==> config.mk <==
export PLATFORM = sky130hd
export DESIGN_NAME = seg7_scan_decoder
export DESIGN_NICKNAME = d
export VERILOG_FILES = /design/src/rtl/seg7_pkg.sv /design/src/rtl/seg7_pattern_decode.sv /design/src/rtl/seg7_scan_decoder.sv
export SDC_FILE = /design/constraint.sdc
export NUM_CORES = 1
export LEC_CHECK = 0
export ABC_CLOCK_PERIOD_IN_PS = 3400
export CAP_MARGIN = 40
export CORE_MARGIN = 4
export CORE_UTILIZATION = 50
export DETAILED_ROUTE_END_ITERATION = 6
export PLACE_DENSITY_LB_ADDON = 0.1
export SLEW_MARGIN = 20
export SYNTH_ARGS = -nofsm -noshare
export SYNTH_HDL_FRONTEND = slang
export SYNTH_SLANG_ARGS = --single-unit
==> constraint.sdc <==
create_clock -name clk -period 3.4 [get_ports clk]
set_input_delay 0.85 -clock clk [delete_from_list [all_inputs] [get_ports clk]]
set_output_delay 0.85 -clock clk [all_outputs]
set_load 0.05 [all_outputs]
==> src/rtl/seg7_pkg.sv <==
// Shared constants for the seven-segment scan decoder.
// Holds segment patterns, code constants and the scan FSM state type.
package seg7_pkg;

    localparam logic [6:0] SEG_0    = 7'b1111110;
    localparam logic [6:0] SEG_1    = 7'b0110000;
    localparam logic [6:0] SEG_2    = 7'b1101101;
    localparam logic [6:0] SEG_3    = 7'b1111001;
    localparam logic [6:0] SEG_4    = 7'b0110011;
    localparam logic [6:0] SEG_5    = 7'b1011011;
    localparam logic [6:0] SEG_6    = 7'b1011111;
    localparam logic [6:0] SEG_7    = 7'b1110000;
    localparam logic [6:0] SEG_8    = 7'b1111111;
    localparam logic [6:0] SEG_9    = 7'b1111011;
    localparam logic [6:0] SEG_DASH = 7'b0000001;

    localparam logic [3:0] CODE_DASH = 4'hA;
    localparam logic [3:0] CODE_ERR  = 4'hF;

    typedef enum logic [1:0] {
        ST_WAIT   = 2'd0,
        ST_SETTLE = 2'd1,
        ST_HOLD   = 2'd2
    } state_e;

endpackage

==> src/rtl/seg7_pattern_decode.sv <==
// Combinational segment-pattern to digit-code decoder.
// Define SEG7_DASH_EN to accept the dash pattern as code 4'hA.
module seg7_pattern_decode
    import seg7_pkg::*;
(
    input  logic [6:0] seg,
    output logic [3:0] code,
    output logic       valid
);

    always_comb begin
        code  = CODE_ERR;
        valid = 1'b0;
        case (seg)
            SEG_0: begin code = 4'd0; valid = 1'b1; end
            SEG_1: begin code = 4'd1; valid = 1'b1; end
            SEG_2: begin code = 4'd2; valid = 1'b1; end
            SEG_3: begin code = 4'd3; valid = 1'b1; end
            SEG_4: begin code = 4'd4; valid = 1'b1; end
            SEG_5: begin code = 4'd5; valid = 1'b1; end
            SEG_6: begin code = 4'd6; valid = 1'b1; end
            SEG_7: begin code = 4'd7; valid = 1'b1; end
            SEG_8: begin code = 4'd8; valid = 1'b1; end
            SEG_9: begin code = 4'd9; valid = 1'b1; end
`ifdef SEG7_DASH_EN
            SEG_DASH: begin code = CODE_DASH; valid = 1'b1; end
`else
            SEG_DASH: begin code = CODE_ERR; valid = 1'b0; end
`endif
            default: begin code = CODE_ERR; valid = 1'b0; end
        endcase
    end

endmodule

==> src/rtl/seg7_scan_decoder.sv <==
// Snoops a multiplexed 7-segment display and rebuilds whole frames.
// Dash support is selected by the SEG7_DASH_EN macro (in the decoder).
module seg7_scan_decoder #(
    parameter int NUM_DIGITS    = 4,
    parameter int STABLE_CYCLES = 3
) (
    input  logic                    clk,
    input  logic                    rst_n,
    input  logic [6:0]              seg,
    input  logic [NUM_DIGITS-1:0]   an,
    output logic [4*NUM_DIGITS-1:0] frame_data,
    output logic                    frame_valid,
    input  logic                    frame_ready,
    output logic                    frame_err,
    output logic                    overrun
);
    import seg7_pkg::*;

    localparam int SW = NUM_DIGITS + 7;
    localparam logic [3:0] STABLE_N = 4'(STABLE_CYCLES);

    state_e                  state_q, state_d;
    logic [3:0]              cnt_q, cnt_d;
    logic [SW-1:0]           prev_q, prev_d;
    logic [NUM_DIGITS-1:0]   mask_q, mask_d;
    logic [NUM_DIGITS-1:0]   errb_q, errb_d;
    logic [4*NUM_DIGITS-1:0] stage_q, stage_d;
    logic [4*NUM_DIGITS-1:0] data_q, data_d;
    logic                    valid_q, valid_d;
    logic                    ferr_q, ferr_d;
    logic                    ovr_q, ovr_d;

    logic [SW-1:0] sample;
    logic          onehot;
    logic          changed;
    logic          capture;
    logic          complete;
    logic [3:0]    dec_code;
    logic          dec_valid;

    assign sample  = {an, seg};
    assign onehot  = $onehot(an);
    assign changed = (sample != prev_q);

    seg7_pattern_decode u_dec (
        .seg   (seg),
        .code  (dec_code),
        .valid (dec_valid)
    );

    always_comb begin
        state_d  = state_q;
        cnt_d    = cnt_q;
        prev_d   = sample;
        mask_d   = mask_q;
        errb_d   = errb_q;
        stage_d  = stage_q;
        data_d   = data_q;
        valid_d  = valid_q;
        ferr_d   = ferr_q;
        ovr_d    = 1'b0;
        capture  = 1'b0;
        complete = 1'b0;

        if (!onehot) begin
            state_d = ST_WAIT;
            cnt_d   = 4'd0;
        end else begin
            unique case (state_q)
                ST_WAIT, ST_HOLD: begin
                    if (changed) begin
                        state_d = ST_SETTLE;
                        cnt_d   = 4'd1;
                    end
                end
                ST_SETTLE: begin
                    cnt_d = changed ? 4'd1 : cnt_q + 4'd1;
                end
                default: begin
                    state_d = ST_WAIT;
                    cnt_d   = 4'd0;
                end
            endcase
            if (state_d == ST_SETTLE && cnt_d == STABLE_N) begin
                capture = 1'b1;
                state_d = ST_HOLD;
            end
        end

        if (capture) begin
            for (int i = 0; i < NUM_DIGITS; i++) begin
                if (an[i]) begin
                    stage_d[4*i +: 4] = dec_code;
                    mask_d[i]         = 1'b1;
                    errb_d[i]         = ~dec_valid;
                end
            end
            complete = &mask_d;
        end

        // A finished frame is dropped if the held one is still unread.
        if (complete) begin
            if (!valid_q || frame_ready) begin
                data_d  = stage_d;
                ferr_d  = |errb_d;
                valid_d = 1'b1;
            end else begin
                ovr_d = 1'b1;
            end
            mask_d = '0;
            errb_d = '0;
        end else if (valid_q && frame_ready) begin
            valid_d = 1'b0;
        end
    end

    always_ff @(posedge clk or negedge rst_n) begin
        if (!rst_n) begin
            state_q <= ST_WAIT;
            cnt_q   <= 4'd0;
            prev_q  <= '0;
            mask_q  <= '0;
            errb_q  <= '0;
            stage_q <= '0;
            data_q  <= '0;
            valid_q <= 1'b0;
            ferr_q  <= 1'b0;
            ovr_q   <= 1'b0;
        end else begin
            state_q <= state_d;
            cnt_q   <= cnt_d;
            prev_q  <= prev_d;
            mask_q  <= mask_d;
            errb_q  <= errb_d;
            stage_q <= stage_d;
            data_q  <= data_d;
            valid_q <= valid_d;
            ferr_q  <= ferr_d;
            ovr_q   <= ovr_d;
        end
    end

    assign frame_data  = data_q;
    assign frame_valid = valid_q;
    assign frame_err   = ferr_q;
    assign overrun     = ovr_q;

endmodule

==> Yosys cells after proc, flatten, opt, wreduce, memory -nomap -nowiden <==
Cells that the tools add are included.
{ "classes": {"n_addsub": 4, "n_eq_ne": 17, "n_mux": 41, "bitwise": 1, "n_reduce_logical": 13} }
{ "ops": {"columns": ["op", "count"], "rows": [
  ["$eq 7x7->1 const B", 8],
  ["$mux 4", 12],
  ["$pmux 4 s10", 1],
  ["$mux 1", 21],
  ["$mux 16", 1],
  ["$eq 7x6->1 const B", 2],
  ["$ne 11x11->1", 1],
  ["$reduce_or 10->1", 1],
  ["$mux 2", 4],
  ["$pmux 4 s2", 1],
  ["$add 1x1->2", 2],
  ["$add 4x1->4 const B", 1],
  ["$eq 2x1->1 const B", 2],
  ["$eq 4x2->1 const B", 1],
  ["$pmux 2 s2", 1],
  ["$reduce_and 2->1", 2],
  ["$reduce_and 4->1", 1],
  ["$reduce_bool 2->1", 2],
  ["$reduce_or 4->1", 1],
  ["$add 2x2->3", 1],
  ["$eq 3x1->1 const B", 1],
  ["$eq 2x2->1 const B", 1],
  ["$logic_and 1x1->1", 2],
  ["$logic_not 2->1", 1],
  ["5 further kinds", 5]
]} }
{ "totals": {"reg_bits": 60, "out_inout_bits": 19, "word_cells": 86} }

==> Longest topological paths before layout <==
Gate-level depths: netlist of the first run.
{ "logic_depth": {"ltp_word": 13, "ltp_mapped": 13, "mapped_depth_nobuf": 11} }

==> Modules after synthesis <==
From an unflattened synthesis of the first run, not the netlist that was laid out.
{ "unflattened": {"cells_unflattened": 216, "area_unflattened_um2": 2813.9} }
{ "modules_own_cells": {"columns": ["module", "n_inst", "cells_per_inst", "area_per_inst_um2", "seq_area_each_um2"], "rows": [
  ["seg7_scan_decoder", 1, 185, 2603.7, 1501.4],
  ["seg7_pattern_decode", 1, 31, 210.2, 0.0]
]} }

==> Least setup slack after synthesis of the first run <==
No wires, ideal clock.
{ "synth_path": {"kind": "input-to-reg", "startpoint": "in an[3]", "endpoint": "reg data_q[13] (netlist: frame_data[13])", "setup_ns": 0.125, "t_arrival_ns": 3.683, "t_required_ns": 3.275, "path_slack_ns": -0.408, "path_stages": 12, "n_path_buf": 1, "path_cell_list": "clkbuf_1 > inv_1 > fa_1 > inv_1 > ha_1 > ha_1 > nor3b_2 > nand4_1 > nor4_4 > nand2_2 > mux2_1 > mux2_2"} }
{ "synth_between": {"word_cells_on_any_way": 23, "classes_between": "add/sub (2); eq/ne (4); mux (14); reduce/logical (3)"} }
{ "synth_rtl": {"columns": ["item", "line_no", "rtl"], "rows": [
  ["start, declared", "seg7_scan_decoder.sv:10", "input logic [NUM_DIGITS-1:0] an,"],
  ["$ne 11x11->1", "seg7_scan_decoder.sv:43", "assign changed = (sample != prev_q);"],
  ["$mux 4 (tied with other cells)", "seg7_scan_decoder.sv:77", "cnt_d = changed ? 4'd1 : cnt_q + 4'd1;"],
  ["$pmux 4 s2 or $pmux 2 s2 (tied branches)", "seg7_scan_decoder.sv:69", "unique case (state_q)"],
  ["$mux 4 or $mux 2 (tied branches)", "seg7_scan_decoder.sv:65", "if (!onehot) begin"],
  ["$eq 4x2->1 or $eq 2x1->1 (tied branches)", "seg7_scan_decoder.sv:84", "if (state_d == ST_SETTLE && cnt_d == STABLE_N) begin"],
  ["$logic_and 1x1->1", "seg7_scan_decoder.sv:84", null],
  ["$mux 1", "seg7_scan_decoder.sv:84", null],
  ["$mux 1", "seg7_scan_decoder.sv:65", null],
  ["$mux 16 *", "seg7_scan_decoder.sv:90", "if (capture) begin"],
  ["net stage_d[13]", "seg7_scan_decoder.sv:27", "logic [4*NUM_DIGITS-1:0] stage_q, stage_d;"],
  ["end signal, assigned", "seg7_scan_decoder.sv:136", "data_q <= data_d;"],
  ["end, declared", "seg7_scan_decoder.sv:28", "logic [4*NUM_DIGITS-1:0] data_q, data_d;"]
]} }
The timed path passes the listed nets; every way through them passes the cells marked *. The select of a mux whose other input is x is not followed.
A chain may end at the register's enable or synchronous reset.

==> Final worst setup path of the first run <==
{ "layout_path": {"startpoint": "in an[0]", "endpoint": "reg data_q[12] (netlist: frame_data[12])"} }
{ "layout_between": {"elab_chain_cells": 10, "word_cells_on_any_way": 22, "classes_between": "add/sub (2); eq/ne (4); mux (13); reduce/logical (3)"} }
{ "layout_rtl": {"columns": ["item", "line_no"], "rows": [
  ["$ne 11x11->1", "seg7_scan_decoder.sv:43"],
  ["$mux 4 (tied with other cells)", "seg7_scan_decoder.sv:77"],
  ["$pmux 4 s2 or $pmux 2 s2 (tied branches)", "seg7_scan_decoder.sv:69"],
  ["$mux 4 or $mux 2 (tied branches)", "seg7_scan_decoder.sv:65"],
  ["$eq 4x2->1 or $eq 2x1->1 (tied branches)", "seg7_scan_decoder.sv:84"],
  ["$logic_and 1x1->1", "seg7_scan_decoder.sv:84"],
  ["$mux 1", "seg7_scan_decoder.sv:84"],
  ["$mux 1", "seg7_scan_decoder.sv:65"],
  ["$mux 1", "seg7_scan_decoder.sv:90"],
  ["$reduce_and 2->1 (no source line)", null]
]} }
Parallel ways exist; a longest one is shown, timed or not. The select of a mux whose other input is x is not followed.

==> flow_metrics.env, run 1 <==
export IMPL_outcome="finished clean"
export IMPL_synth_edf_count=0
export IMPL_cts_root_buffer="clkbuf_8"
export IMPL_max_freq_ghz=0.3076
export IMPL_numCtsBuffers=9
export IMPL_cts_tree="yes"
export IMPL_critPathSlowestCell="fa_1"
export IMPL_total_power_mw=1.479
export IMPL_final_setup_viol_count=0
export IMPL_drv_slew=0
export IMPL_cp_required_ps=3610
export IMPL_stdcell_count=365
export IMPL_dieArea_um2=6679
export IMPL_cts_htree_levels=3
export IMPL_final_common_cell="dfrtp_1"
export IMPL_synth_ff_type="dfrtp_1"
export IMPL_cp_top_family="adder cells"
export IMPL_post_route_util_pct=70.34
export IMPL_ios=33
export IMPL_layout_common_cells="60 x dfrtp_1, 28 x clkdlybuf4s50_1, 27 x mux2_2"
export IMPL_slew_headroom_pct=51.10
export IMPL_post_place_cells=344
export IMPL_hold_viol=0
export IMPL_vias=1908
export IMPL_grt_pass1_vias=2050
export IMPL_critPathArrivalTime_ps=3460
export IMPL_period_minus_slack_ps=3251
export IMPL_rsz0062_at_grt="false"
export IMPL_synthArstFlopShare_pct=100.0
export IMPL_synth_seq_cells=60
export IMPL_power_density_nw_per_um2=406.5
export IMPL_std_cell_rows=26
export IMPL_finalClockSkew_ps=10.88
export IMPL_syn_area_per_cell_um2=11.87
export IMPL_via_per_inst=5.227
export IMPL_crit_path_end_kind="flop"
export IMPL_port_buffers=32
export IMPL_yosys_top_cells_area="dfrtp_1 55%, mux2_2 12%, xnor2_1 4.2%, a21oi_1 2.8%, nor2_1 2.5%"
export IMPL_cts_path_max_buffers=2
export IMPL_place_congestion=0.7947
export IMPL_antenna_cells=0
export IMPL_layout_drive_gt1_share_pct=31.19
export IMPL_grt_ovfl_total=0
export IMPL_hold_class="reg -> reg"
export IMPL_fill_cells=372
export IMPL_crit_type="in -> reg"
export IMPL_area_growth_pct=33.89
export IMPL_grt_max_degree=61
export IMPL_path_cells="clkbuf_2 -> inv_4 -> fa_1 -> inv_1 -> ha_2 -> ha_4 -> nor3b_4 -> buf_4 -> nand4_1 -> nor4_4 -> buf_4 -> nand3_4 -> buf_12 -> buf_12 -> mux2_2"
export IMPL_yosysUniqueCellTypes=44
export IMPL_postSynthNetCount=247
export IMPL_critPathMaxFanout=6
export IMPL_dp_hpwl_um=3832
export IMPL_yosys_warnings=0
export IMPL_crit_path_start_kind="input port"
export IMPL_cp_slowest_stage_delay_ps=530
export IMPL_placed_cell_area_um2=3308
export IMPL_setup_tns_ps=0
export IMPL_cp_num_buf_inv=7
export IMPL_first_pass_iters=4
export IMPL_synth_area_leader_cell="dfrtp_1"
export IMPL_die_x_um=81.73
export IMPL_initial_core_util_pct=52.54
export IMPL_die_height_um=81.73
export IMPL_cts_sinks=60
export IMPL_vdd_drop_max_mv=0.2892
export IMPL_synth_area_um2=2718
export IMPL_finalCritPeriodShare_pct=95.60
export IMPL_grt_pass1_wl_um=10010
export IMPL_drtIter0Drc=107
export IMPL_drcViolationCount=0
export IMPL_synth_top_cell_area_share_pct=55.25
export IMPL_maxCapViolCount=0
export IMPL_globalRouteTotalUtil_pct=20.15
export IMPL_ctsHoldBuffers=0
export IMPL_netlist_instances=229
export IMPL_coreArea_um2=5172
export IMPL_p_leak_nw=1.754
export IMPL_dp_slack_ps=-738.4
export IMPL_worst_slack_ps=149.4
export IMPL_wl_per_cell_um=15.51
export IMPL_clk_pin_slew_ps=60
export IMPL_antenna_found_initial=0
export IMPL_nNetsFinal=309
export IMPL_fin_area_um2=3638
export IMPL_routed_wl_um=5662
export IMPL_worst_hold_slack_ps=497.0
export IMPL_ys_seq_area_share_pct=55.25
export IMPL_ant_nets=0
export IMPL_worst_pin_slew_ps=733.5
export IMPL_worst_skew_pair_late_latency_ps=330
## synth_stat cells, drive strengths merged, types with 2 or more instances
| library cell | count |
|---|---|
| clkbuf | 7 |
| nand2b | 3 |
| nor4b | 2 |
| nand3 | 5 |
| nand3b | 2 |
| a21oi | 15 |
| nor3 | 4 |
| mux2i | 4 |
| o21ai | 4 |
| nand4 | 5 |
| nor4 | 3 |
| inv | 7 |
| buf | 3 |
| xnor2 | 13 |
| mux2 | 32 |
| ha | 3 |
| nand2 | 16 |
| nor2 | 18 |
| o22ai | 4 |
| nor3b | 2 |
| dfrtp | 60 |
## worst paths after layout
path / start / endpoint / slack (ps) / cells past startpoint
setup / recovery: an[0] / frame_data[12]$_DFFE_PN0P_ / 150 / 15
hold / removal: stage_q[10]$_DFF_PN0_ / stage_q[10]$_DFF_PN0_ / 500 / 1
setup reg to reg: cnt_q[0]$_DFF_PN0_ / frame_data[12]$_DFFE_PN0P_ / 880 / 9
hold reg to reg: stage_q[10]$_DFF_PN0_ / stage_q[10]$_DFF_PN0_ / 500 / 1
max in group asynchronous: rst_n / errb_q[0]$_DFF_PN0_ / 2250 / 2
min in group asynchronous: rst_n / cnt_q[1]$_DFF_PN0_ / 670 / 2
## per-layer routing
metal / vias up / wire [um] / track usage [%] / share of wire, %
met4: 0 / 131 / 9.468 / 2.3
met1: 921 / 2597 / 26.46 / 46
met3: 13 / 215 / 6.031 / 3.8
met5: - / 0 / 0 / 0
li1: 937 / - / - / -
met2: 37 / 2717 / 30.61 / 48
## where the power goes
part           switching (mW)  internal, mW
registers              0.0109         0.725
clock network           0.251         0.354
logic                  0.0758        0.0624
total                   0.337          1.14
## cell families after synthesis
kind of cell,after synthesis,synth area share (%)
adder cells (fa/ha/maj),4,2.118
XOR/XNOR,13,4.190
buffers and inverters,17,2.486
AO/OA/AOI/OAI,34,7.965
AND/OR/NAND/NOR,65,13.26
multiplexers,36,14.73
flip-flops,60,55.25
## timing repair
item | CTS | global route
buffers inserted | 4 | 1
endpoints found under the setup margin | 37 | 17
resized for setup | 19 | 6
cloned | 1 | 0
endpoints found under the hold margin | 0 | 0
pin swaps | 5 | 5
## area by class of cell
class	count	area (um^2)	share of cell area, %
flip-flops and latches	60	1501	41.27
multi-input cells	152	1266	34.80
clock inverters	2	35.03	0.9629
inverters	7	28.78	0.7909
clock buffers	13	148.9	4.092
repair buffers	61	570.5	15.68
well taps	70	87.58	2.407
## sequential cells by signal, summed over array words and instances (netlist names)
| name | count |
|---|---|
| errb_q | 4 |
| frame_valid | 1 |
| frame_data | 16 |
| cnt_q | 4 |
| frame_err | 1 |
| stage_q | 16 |
| mask_q | 4 |
| prev_q | 11 |
| overrun | 1 |
| state_q | 2 |
## worst reg2reg max path, stage by stage (launching register included)
cell,delay (ps)
dfrtp_1,430
ha_1,310
nor4b_2,300
nand4_1,270
nor4_4,290
buf_4,170
nand3_4,100
buf_12,160
buf_12,130
mux2_2,260
(Power assumes the default switching activity.)
==> run 2, diff against run 1 <==
--- a/config.mk
+++ b/config.mk
@@ -8,7 +8,7 @@
 export ABC_CLOCK_PERIOD_IN_PS = 3400
 export CAP_MARGIN = 40
 export CORE_MARGIN = 4
-export CORE_UTILIZATION = 50
+export CORE_UTILIZATION = 55
 export DETAILED_ROUTE_END_ITERATION = 6
 export PLACE_DENSITY_LB_ADDON = 0.1
 export SLEW_MARGIN = 20
==> run 2 against run 1 <==
Global-route usage is 0.17 points lower. Core utilization is 5.5 points higher. Count of clock-buffer cells in the layout is 1 lower. Sequential cell count stayed put. Via count is 0.94% lower. Clock skew is 4.4 ps lower. Critical path type unchanged. Critical path depth is 2 lower.
==> flow_metrics.env, run 2 (same netlist as run 1, synthesis figures left out) <==
export IMPL_ctsHoldBuffers=0
export IMPL_hold_class="in -> async"
export IMPL_setup_tns_ps=0
export IMPL_nNetsFinal=306
export IMPL_std_cell_rows=25
export IMPL_coreArea_um2=4755
export IMPL_routed_wl_um=5401
export IMPL_cts_path_max_buffers=2
export IMPL_period_minus_slack_ps=3215
export IMPL_drtIter0Drc=62
export IMPL_cp_required_ps=3610
export IMPL_cts_tree="yes"
export IMPL_globalRouteTotalUtil_pct=19.98
export IMPL_power_density_nw_per_um2=422.4
export IMPL_rsz0062_at_grt="false"
export IMPL_numCtsBuffers=9
export IMPL_via_per_inst=5.250
export IMPL_critPathSlowestCell="fa_1"
export IMPL_worst_hold_slack_ps=460.1
export IMPL_cts_sinks=60
export IMPL_path_cells="clkbuf_2 -> inv_2 -> fa_1 -> inv_2 -> ha_4 -> ha_4 -> nor3b_4 -> buf_4 -> nand4_1 -> nor4_4 -> nand2_2 -> mux2_4 -> mux2_4"
export IMPL_ios=33
export IMPL_antenna_found_initial=0
export IMPL_critPathArrivalTime_ps=3430
export IMPL_clk_pin_slew_ps=60
export IMPL_dieArea_um2=6129
export IMPL_max_freq_ghz=0.3110
export IMPL_finalCritPeriodShare_pct=94.57
export IMPL_drv_slew=0
export IMPL_worst_pin_slew_ps=539.4
export IMPL_cts_root_buffer="clkbuf_8"
export IMPL_die_x_um=78.29
export IMPL_die_height_um=78.29
export IMPL_port_buffers=32
export IMPL_layout_common_cells="60 x dfrtp_1, 28 x clkdlybuf4s50_1, 25 x mux2_2"
export IMPL_final_setup_viol_count=0
export IMPL_post_route_util_pct=75.84
export IMPL_critPathMaxFanout=5
export IMPL_p_leak_nw=1.738
export IMPL_slew_headroom_pct=63.93
export IMPL_ant_nets=0
export IMPL_wl_per_cell_um=15.00
export IMPL_grt_max_degree=34
export IMPL_cp_num_buf_inv=4
export IMPL_grt_ovfl_total=0
export IMPL_dp_hpwl_um=3748
export IMPL_initial_core_util_pct=57.16
export IMPL_place_congestion=0.8101
export IMPL_outcome="finished clean"
export IMPL_hold_viol=0
export IMPL_first_pass_iters=4
export IMPL_antenna_cells=0
export IMPL_grt_pass1_vias=2022
export IMPL_area_growth_pct=32.69
export IMPL_crit_path_end_kind="flop"
export IMPL_layout_drive_gt1_share_pct=32.42
export IMPL_crit_path_start_kind="input port"
export IMPL_grt_pass1_wl_um=9473
export IMPL_drcViolationCount=0
export IMPL_finalClockSkew_ps=6.503
export IMPL_stdcell_count=360
export IMPL_cp_top_family="adder cells"
export IMPL_post_place_cells=340
export IMPL_vias=1890
export IMPL_cp_slowest_stage_delay_ps=550
export IMPL_vdd_drop_max_mv=0.3684
export IMPL_cts_htree_levels=3
export IMPL_final_common_cell="dfrtp_1"
export IMPL_crit_type="in -> reg"
export IMPL_maxCapViolCount=0
export IMPL_worst_skew_pair_late_latency_ps=330
run 2: changes by cell type in the layout (fill, tap and decap cells not counted), moves of 2 or more:
cell	change
buf_2	+2
clkbuf_1	-2
mux2_2	-2
inv_1	-3
clkbuf_2	-2
mux2_4	+2
buf_4	-2
inv_2	+3
run 2: what timing repair did:
| action | 4_1_cts | 5_1_grt |
|---|---|---|
| pin swaps | 5 | 4 |
| cloned | 0 | 0 |
| resized for setup | 19 | 9 |
| setup endpoints to repair | 37 | 17 |
| buffers inserted | 2 | 1 |
run 2: final timing paths:
path                                       from                   endpoint  slack (ps)  cells past startpoint
min                                       rst_n         cnt_q[1]$_DFF_PN0_         460                      2
max reg2reg                  cnt_q[0]$_DFF_PN0_  frame_data[8]$_DFFE_PN0P_         920                      7
max                                       an[1]  frame_data[8]$_DFFE_PN0P_         180                     13
min reg2reg                stage_q[6]$_DFF_PN0_       stage_q[6]$_DFF_PN0_         490                      1
min in group clk           stage_q[6]$_DFF_PN0_       stage_q[6]$_DFF_PN0_         490                      1
max in group asynchronous                 rst_n      stage_q[11]$_DFF_PN0_        2390                      3
run 2: cell type report:
type	instances	area [um^2]
Inverter	7	28.78
Tap cell	67	83.83
Fill cell	346	1149
Timing Repair Buffer	58	519.2
Clock inverter	4	47.55
Sequential cell	60	1501
Multi-Input combinational cell	152	1270
Clock buffer	12	155.1
run 2: metrics by stage:
stage                     power [mW]  cell area, um^2  setup slack [ps]
after floorplan               0.8249             2805            -277.6
after global placement        0.8864             3297            -729.6
after detailed placement      0.8876             3297            -734.1
after CTS                      1.533             3571           0.01044
after global routing           1.592             3606             52.62
final                          1.523             3606             184.6
run 2: power breakdown:
| group | internal (mW) | switching, mW |
|---|---|---|
| clock | 0.376 | 0.262 |
| sequential | 0.725 | 0.0109 |
| combinational | 0.0719 | 0.0774 |
run 2: layer usage:
metal / vias to the layer above / global-route usage, % / share of wire [%]
met5: - / 0 / 0
met4: 0 / 8.916 / 1.1
met3: 5 / 3.899 / 3.5
met2: 32 / 32.53 / 50
met1: 918 / 25.99 / 45
li1: 935 / - / -
